`src/rtl/spe_combiner.sv`:
```
// Summing PE: folds FILTER_SIZE row partial sums and one residual into a pixel
// accumulator, thresholds it and emits {pixel, spike, new residual} to OFMAP.
module spe_combiner #(
  parameter int FILTER_SIZE  = 5,
  parameter int OUTPUT_DIM   = 21,
  parameter int THRESHOLD    = 64,
  parameter int OFMAP_MEM_ID = 11,
  parameter int PS_WIDTH     = 14,
  parameter int RES_WIDTH    = 16
) (
  input  logic        clk,
  input  logic        reset,
  input  logic [29:0] in_data,
  input  logic        in_valid,
  output logic        in_ready,
  output logic [29:0] out_data,
  output logic        out_valid,
  input  logic        out_ready,
  output logic [8:0]  pixel_idx,
  output logic        frame_done,
  output logic        err_dup
);

  localparam int ACC_W = 20;
  localparam int CNT_W = $clog2(FILTER_SIZE + 1);
  localparam int NPIX  = OUTPUT_DIM * OUTPUT_DIM;

  localparam logic [CNT_W-1:0] FS_CNT = CNT_W'(FILTER_SIZE);
  localparam logic [8:0]       PIX_LAST = 9'(NPIX - 1);
  localparam logic [3:0]       DEST = 4'(OFMAP_MEM_ID);
  localparam logic signed [ACC_W-1:0] THR = ACC_W'(THRESHOLD);
  localparam logic signed [ACC_W-1:0] RES_MAX =
    ACC_W'((1 << (RES_WIDTH - 1)) - 1);
  localparam logic signed [ACC_W-1:0] RES_MIN =
    -ACC_W'(1 << (RES_WIDTH - 1));

  typedef enum logic [1:0] {
    COLLECT = 2'd0,
    COMPUTE = 2'd1,
    SEND    = 2'd2
  } state_t;

  state_t                   state_q, state_d;
  logic signed [ACC_W-1:0]  acc_q, acc_d;
  logic [CNT_W-1:0]         ps_cnt_q, ps_cnt_d;
  logic                     res_seen_q, res_seen_d;
  logic [29:0]              out_data_q, out_data_d;
  logic [8:0]               pixel_q, pixel_d;
  logic                     frame_done_q, frame_done_d;
  logic                     err_dup_q, err_dup_d;

  logic                     is_res;
  logic signed [ACC_W-1:0]  ps_ext;
  logic signed [ACC_W-1:0]  res_ext;
  logic                     in_fire;
  logic                     spike;
  logic signed [ACC_W-1:0]  new_res;
  logic [RES_WIDTH-1:0]     res_sat;
  logic                     unused_bits;

  assign is_res  = in_data[25];
  assign ps_ext  = {{(ACC_W-PS_WIDTH){in_data[PS_WIDTH-1]}},
                    in_data[PS_WIDTH-1:0]};
  assign res_ext = {{(ACC_W-RES_WIDTH){in_data[RES_WIDTH-1]}},
                    in_data[RES_WIDTH-1:0]};
  assign unused_bits = ^{in_data[29:26], in_data[24:RES_WIDTH]};

  // A full set of row sums stalls only further partial sums, never a residual.
  assign in_ready = !reset && (state_q == COLLECT) &&
                    (is_res || (ps_cnt_q != FS_CNT));
  assign in_fire  = in_valid && in_ready;

  assign spike   = (acc_q >= THR);
  assign new_res = spike ? (acc_q - THR) : acc_q;

  always_comb begin
    res_sat = new_res[RES_WIDTH-1:0];
    if (new_res > RES_MAX) begin
      res_sat = RES_MAX[RES_WIDTH-1:0];
    end else if (new_res < RES_MIN) begin
      res_sat = RES_MIN[RES_WIDTH-1:0];
    end
  end

  always_comb begin
    state_d      = state_q;
    acc_d        = acc_q;
    ps_cnt_d     = ps_cnt_q;
    res_seen_d   = res_seen_q;
    out_data_d   = out_data_q;
    pixel_d      = pixel_q;
    frame_done_d = 1'b0;
    err_dup_d    = err_dup_q;
    unique case (state_q)
      COLLECT: begin
        if (in_fire) begin
          if (!is_res) begin
            acc_d    = acc_q + ps_ext;
            ps_cnt_d = ps_cnt_q + 1'b1;
          end else if (res_seen_q) begin
            err_dup_d = 1'b1;
          end else begin
            acc_d      = acc_q + res_ext;
            res_seen_d = 1'b1;
          end
          if ((ps_cnt_d == FS_CNT) && res_seen_d) begin
            state_d = COMPUTE;
          end
        end
      end
      COMPUTE: begin
        out_data_d = {DEST, spike, pixel_q, res_sat};
        state_d    = SEND;
      end
      SEND: begin
        if (out_ready) begin
          state_d    = COLLECT;
          acc_d      = '0;
          ps_cnt_d   = '0;
          res_seen_d = 1'b0;
          if (pixel_q == PIX_LAST) begin
            pixel_d      = '0;
            frame_done_d = 1'b1;
          end else begin
            pixel_d = pixel_q + 9'd1;
          end
        end
      end
      default: state_d = COLLECT;
    endcase
  end

  always_ff @(posedge clk) begin
    if (reset) begin
      state_q      <= COLLECT;
      acc_q        <= '0;
      ps_cnt_q     <= '0;
      res_seen_q   <= 1'b0;
      out_data_q   <= '0;
      pixel_q      <= '0;
      frame_done_q <= 1'b0;
      err_dup_q    <= 1'b0;
    end else begin
      state_q      <= state_d;
      acc_q        <= acc_d;
      ps_cnt_q     <= ps_cnt_d;
      res_seen_q   <= res_seen_d;
      out_data_q   <= out_data_d;
      pixel_q      <= pixel_d;
      frame_done_q <= frame_done_d;
      err_dup_q    <= err_dup_d;
    end
  end

  assign out_data   = out_data_q;
  assign out_valid  = (state_q == SEND);
  assign pixel_idx  = pixel_q;
  assign frame_done = frame_done_q;
  assign err_dup    = err_dup_q;

endmodule

```
`config.mk`:
```
export PLATFORM = sky130hd
export DESIGN_NAME = spe_combiner
export DESIGN_NICKNAME = d
export VERILOG_FILES = /design/src/rtl/spe_combiner.sv
export SDC_FILE = /design/constraint.sdc
export NUM_CORES = 1
export LEC_CHECK = 0
export BUFFER_PORTS_ARGS = -buffer_cell sky130_fd_sc_hd__buf_2
export CORE_UTILIZATION = 55
export CTS_BUF_LIST = sky130_fd_sc_hd__clkbuf_8
export DETAILED_ROUTE_END_ITERATION = 8
export PLACE_DENSITY = 0.79
export SLEW_MARGIN = 20
export SYNTH_ARGS = -nofsm -noshare
export SYNTH_HDL_FRONTEND = slang
export SYNTH_SLANG_ARGS = --single-unit
export TNS_END_PERCENT = 10
```
`constraint.sdc`:
```
create_clock -name clk -period 4.6 [get_ports clk]
set_input_delay 0.69 -clock clk [delete_from_list [all_inputs] [get_ports clk]]
set_output_delay 0.69 -clock clk [all_outputs]
set_load 0.01 [all_outputs]
```
# After elaboration in Yosys (flattened, before gate mapping)
# Index checks and enable logic that the tools add are counted.
# classes
add_sub_neg	5
n_lt_le_gt_ge	3
eq_ne	9
mux	26
bitwise_logic	2
reduce_logical	14
# op_table
cell	count
$mux 20	5
$pmux 20 s2	1
$mux 16	2
$add 20x14->20	1
$add 20x16->20	1
$ge 20x8->1 const B	1
$gt 20x16->1 const B	1
$lt 20x16->1 const B	1
$sub 20x8->20 const B	1
$mux 3	5
$add 9x1->9 const B	1
$eq 9x9->1 const B	1
$mux 9	1
$reduce_and 4->1	2
$mux 1	6
$mux 2	3
$ne 3x3->1 const B	2
$pmux 2 s3	1
$pmux 3 s2	1
$reduce_and 3->1	2
$logic_and 1x1->1	4
$ne 2x1->1 const B	2
$add 3x1->3 const B	1
$eq 3x3->1 const B	1
other kinds (11)	12
# totals
regBits	64
input_bits	34
out_inout_bits	43
elab_cells	67

# Depth between registers and ports, before layout
# depth
depth_word	11
depth_mapped	11
mapped_depth_nobuf	10

# Worst setup path after synthesis
# No wires, ideal clock.
# synth_timing
path_type	input to register
from	in in_data[25]
to	reg acc_q[19]
setup_time_ns	0.079
arrival_time_ns	2.638
required_time_ns	4.521
path_slack_ns	1.883
cell_stages	11
n_path_buf	1
path_cell_list	clkbuf_1 nand2_1 nand2_1 ha_1 or2_2 or3_1 a211o_1 o21ai_0 xnor2_1 nand3b_1 o211ai_1
# synth_between
elab_chain_cells	5
elab_cells_between_ends	9
classes_between	eq/ne (2); mux (3); reduce/logical (4)
# synth_lines
element	line_no	text
from (decl)	13	input logic [29:0] in_data,
$logic_or 1x1->1	70	(is_res || (ps_cnt_q != FS_CNT));
$logic_and 1x1->1	69	assign in_ready = !reset && (state_q == COLLECT) &&
$logic_and 1x1->1	71	assign in_fire = in_valid && in_ready;
$ne 2x2->1 (no source line)	-	
$reduce_and 4->1 (no source line)	-	
to (signal assigned)	136	acc_q <= '0;
to (signal assigned)	145	acc_q <= acc_d;
to (decl)	44	logic signed [ACC_W-1:0] acc_q, acc_d;
# Several ways; a longest one is shown, not always the timed one. The select of a mux whose other input is x is not followed.
# A chain may end at the register's enable or synchronous reset.

# Worst setup path after layout
# Same ends and word-level chain as after synthesis.

==> flow_summary.toml <==
[outcome]
status = "finished, violations left"
violations = "design-rule violations"

[logic_synthesis]
yosys-top-cells-area = "dfxtp_1 34%, ha_1 8.4%, nand2_1 5.6%, nor2_1 5.3%, a21oi_1 5.0%"
synth.most_common_cell = "dfxtp_1"
yosysTopAreaCellShare_pct = 34.3
syn_area_sq_um = 3730
ys_seq_area_share_pct = 34.3
yosys.area.top_type = "dfxtp_1"
syn_avg_cell_area_sq_um = 8.32
ys_types = 56
ys_async_sr_fraction_pct = 0
synth_edf_count = 0
syn_inst = 449
synth_ff_type = "dfxtp_1"
synth_nets = 509
ys_warn_count = 0
synth-seq-cells = 64
synth_common_cells = "64 x dfxtp_1, 56 x nand2_1, 53 x nor2_1"

[worst_setup_path]
path_class = "input port to flop"
worstPathMaxFanout = 13
crit_required_ns = 4.87
startpoint_type = "input port"
end_kind = "flop"
cp.arrival_ns = 3.00

[placement]
dp_hpwl_um = 5830
routabilityCongestion = 0.895
placed_cell_area_sq_um = 4020
port_buffers = 62

[global_route]
grt_usage_pct = 23.3
overflow = 0
grt_max_degree = 49
antenna_found_initial = 0
grt_pass1_wl_um = 13400
first_global_vias = 2991

[layout]
antennaDiodeCount = 0
fin_nets = 564
drive_above_1_share_pct = 21.4
stdcell_area_sq_um = 4220
syn_to_final_growth_pct = 13.1

[clock_tree]
cts_buffer_depth = 2
post-cts-setup-buffer-count = 0
cts-resized-gates = 0
cts_tree = "built"
clock_sinks = 64
cts_buffers = 9
holdBufCountCts = 0
clockRootBuffer = "clkbuf_8"
htree_levels = 3
clock_latency_ns = 0.34
clk_pin_slew_ns = 0.08

[sta]
slew_headroom_pct = 40.7
setup_violations = 0
period_share_pct = 59.4
hold_viol = 0
finClkSkew_ns = 0.00907
totalNegativeSetupSlack_ns = 0
tightest_slew_ns = 0.877
fmax_ghz = 0.366
slew_violations = 0
rsz0062_at_grt = "false"
holdWs_ns = 0.452
min_period_ns = 2.73

[route]
routedWlPerCell_um = 13.3
post_drt_via_cell_ratio = 5.60
drc = 6
drt_iter0_markers = 160
num_vias = 3281
first_pass_iters = 7
wl_um = 7800
ant_nets = 0

[hold_path]
hold_path.class = "flop to flop"

[die]
rows = 29
fp.coreArea_sq_um = 6460
die_area_sq_um = 7120
start_util_pct = 57.8
die_h_um = 84.4
die_w_um = 84.4
io-pin-count = 77

[pwr]
power_mw = 1.53
irDropWorstVdd_mv = 0.228
clock_power_share_pct = 32.3
pwr-share-seq_pct = 41.1
p_sw_share_pct = 33.0
p_leak_nw = 1.79
p_int_mw = 1.03
combPwrFrac_pct = 26.6
pwr_density_cell_nw_per_um2 = 362
p_sw_mw = 0.505

[flow_run]
maxCapViolations = 0
==> worst max-delay path, cell delays in order <==
cell	delay [ns]
buf_2	0.21
nand2b_1	0.15
nand2_1	0.16
ha_1	0.27
or2_2	0.30
or3_1	0.31
a211o_1	0.26
o21ai_0	0.23
xnor2_1	0.19
nand3b_1	0.11
o211ai_1	0.11
==> layout make-up <==
class / instances / area [sq um]
multi-input combinational: 354 / 2270
fill: 551 / 2240
sequential: 64 / 1280
timing repair buffer: 64 / 325
clock buffer: 10 / 138
tap: 77 / 96.3
clock inverter: 6 / 68.8
inverter: 11 / 41.3
==> power by group through the flow <==
stage               clock network, mW  registers (mW)  logic [mW]
floorplan                           0           0.625       0.352
global placement                    0           0.640       0.392
detailed placement                  0           0.642       0.403
CTS                             0.500           0.629       0.405
global route                    0.528           0.635       0.457
finish                          0.495           0.629       0.406
==> cells by family after synthesis <==
logic type / count (synthesis) / synth area share (%)
other: 1 / 0.100
AO/OA/AOI/OAI: 107 / 18.5
buffers and inverters: 31 / 4.89
multiplexers: 1 / 0.268
XOR/XNOR: 34 / 7.98
AND/OR/NAND/NOR: 185 / 25.0
adder cells (fa/ha/maj): 26 / 8.91
flip-flops: 64 / 34.3
==> sequential cells by signal (all words and copies together), names as in the netlist <==
register and flops:
out_data 27, acc_q 20, pixel_idx 9, ps_cnt_q 3
state_q 2, err_dup 1, frame_done 1, res_seen_q 1
==> layout by cell type (no fill, tap or decap), types with 2 or more instances in the layout <==
master    instances
a22oi_1           8
and3_1            4
nor2b_1           4
nor2_1           53
nor4_1            3
a21oi_2          10
xor2_1           13
ha_1             25
a31oi_1           2
nor4b_1           2
nand3_1           9
a21oi_1          37
o21ai_0          22
or2_2             2
clkinv_4          3
xnor2_1          21
nand2_1          56
o21a_1            2
clkbuf_8         10
a21o_1            2
o211ai_1          3
buf_4             2
nor3_1           14
dfxtp_1          64
buf_2            62
or3_4             3
and2_1            2
or3_1             2
nand4_1           5
nand2b_1          5
nor3_2           10
a311oi_1          3
inv_1            11
nand3b_1          5
a211oi_1          5
==> final timing paths <==
kind / start / endpoint / slack [ns] / cells after the start
worst max register to register: acc_q[8]$_SDFFE_PP0P_ / out_data[3]$_SDFFE_PP0N_ / 1.93 / 6
worst min register to register: out_data[20]$_SDFFE_PP0N_ / out_data[20]$_SDFFE_PP0N_ / 0.45 / 2
worst max-delay path: in_data[25] / acc_q[19]$_SDFFE_PP0P_ / 1.87 / 11
worst min-delay path: out_data[20]$_SDFFE_PP0N_ / out_data[20]$_SDFFE_PP0N_ / 0.45 / 2
==> per-stage QoR <==
stage / cells / util [%] / setup WS, ns
2_1_floorplan: 449 / - / 1.88
3_3_place_gp: 570 / 62.2 / 1.60
3_5_place_dp: 570 / 62.2 / 1.53
4_1_cts: 586 / 65.4 / 1.87
5_1_grt: 586 / 65.4 / 1.68
6_report: 586 / 65.4 / 1.87
==> routing by layer <==
| metal | global-route usage (%) | vias to the layer above | wire [um] | part of all wire [%] |
|---|---|---|---|---|
| li1 | - | 1687 | - | - |
| met1 | 30.5 | 1482 | 3540 | 45 |
| met2 | 37.4 | 94 | 3570 | 46 |
| met3 | 4.82 | 18 | 524 | 6.7 |
| met4 | 10.2 | 0 | 164 | 2.1 |
| met5 | 0 | - | 0 | 0 |
Power figures use the tool's default switching activity.
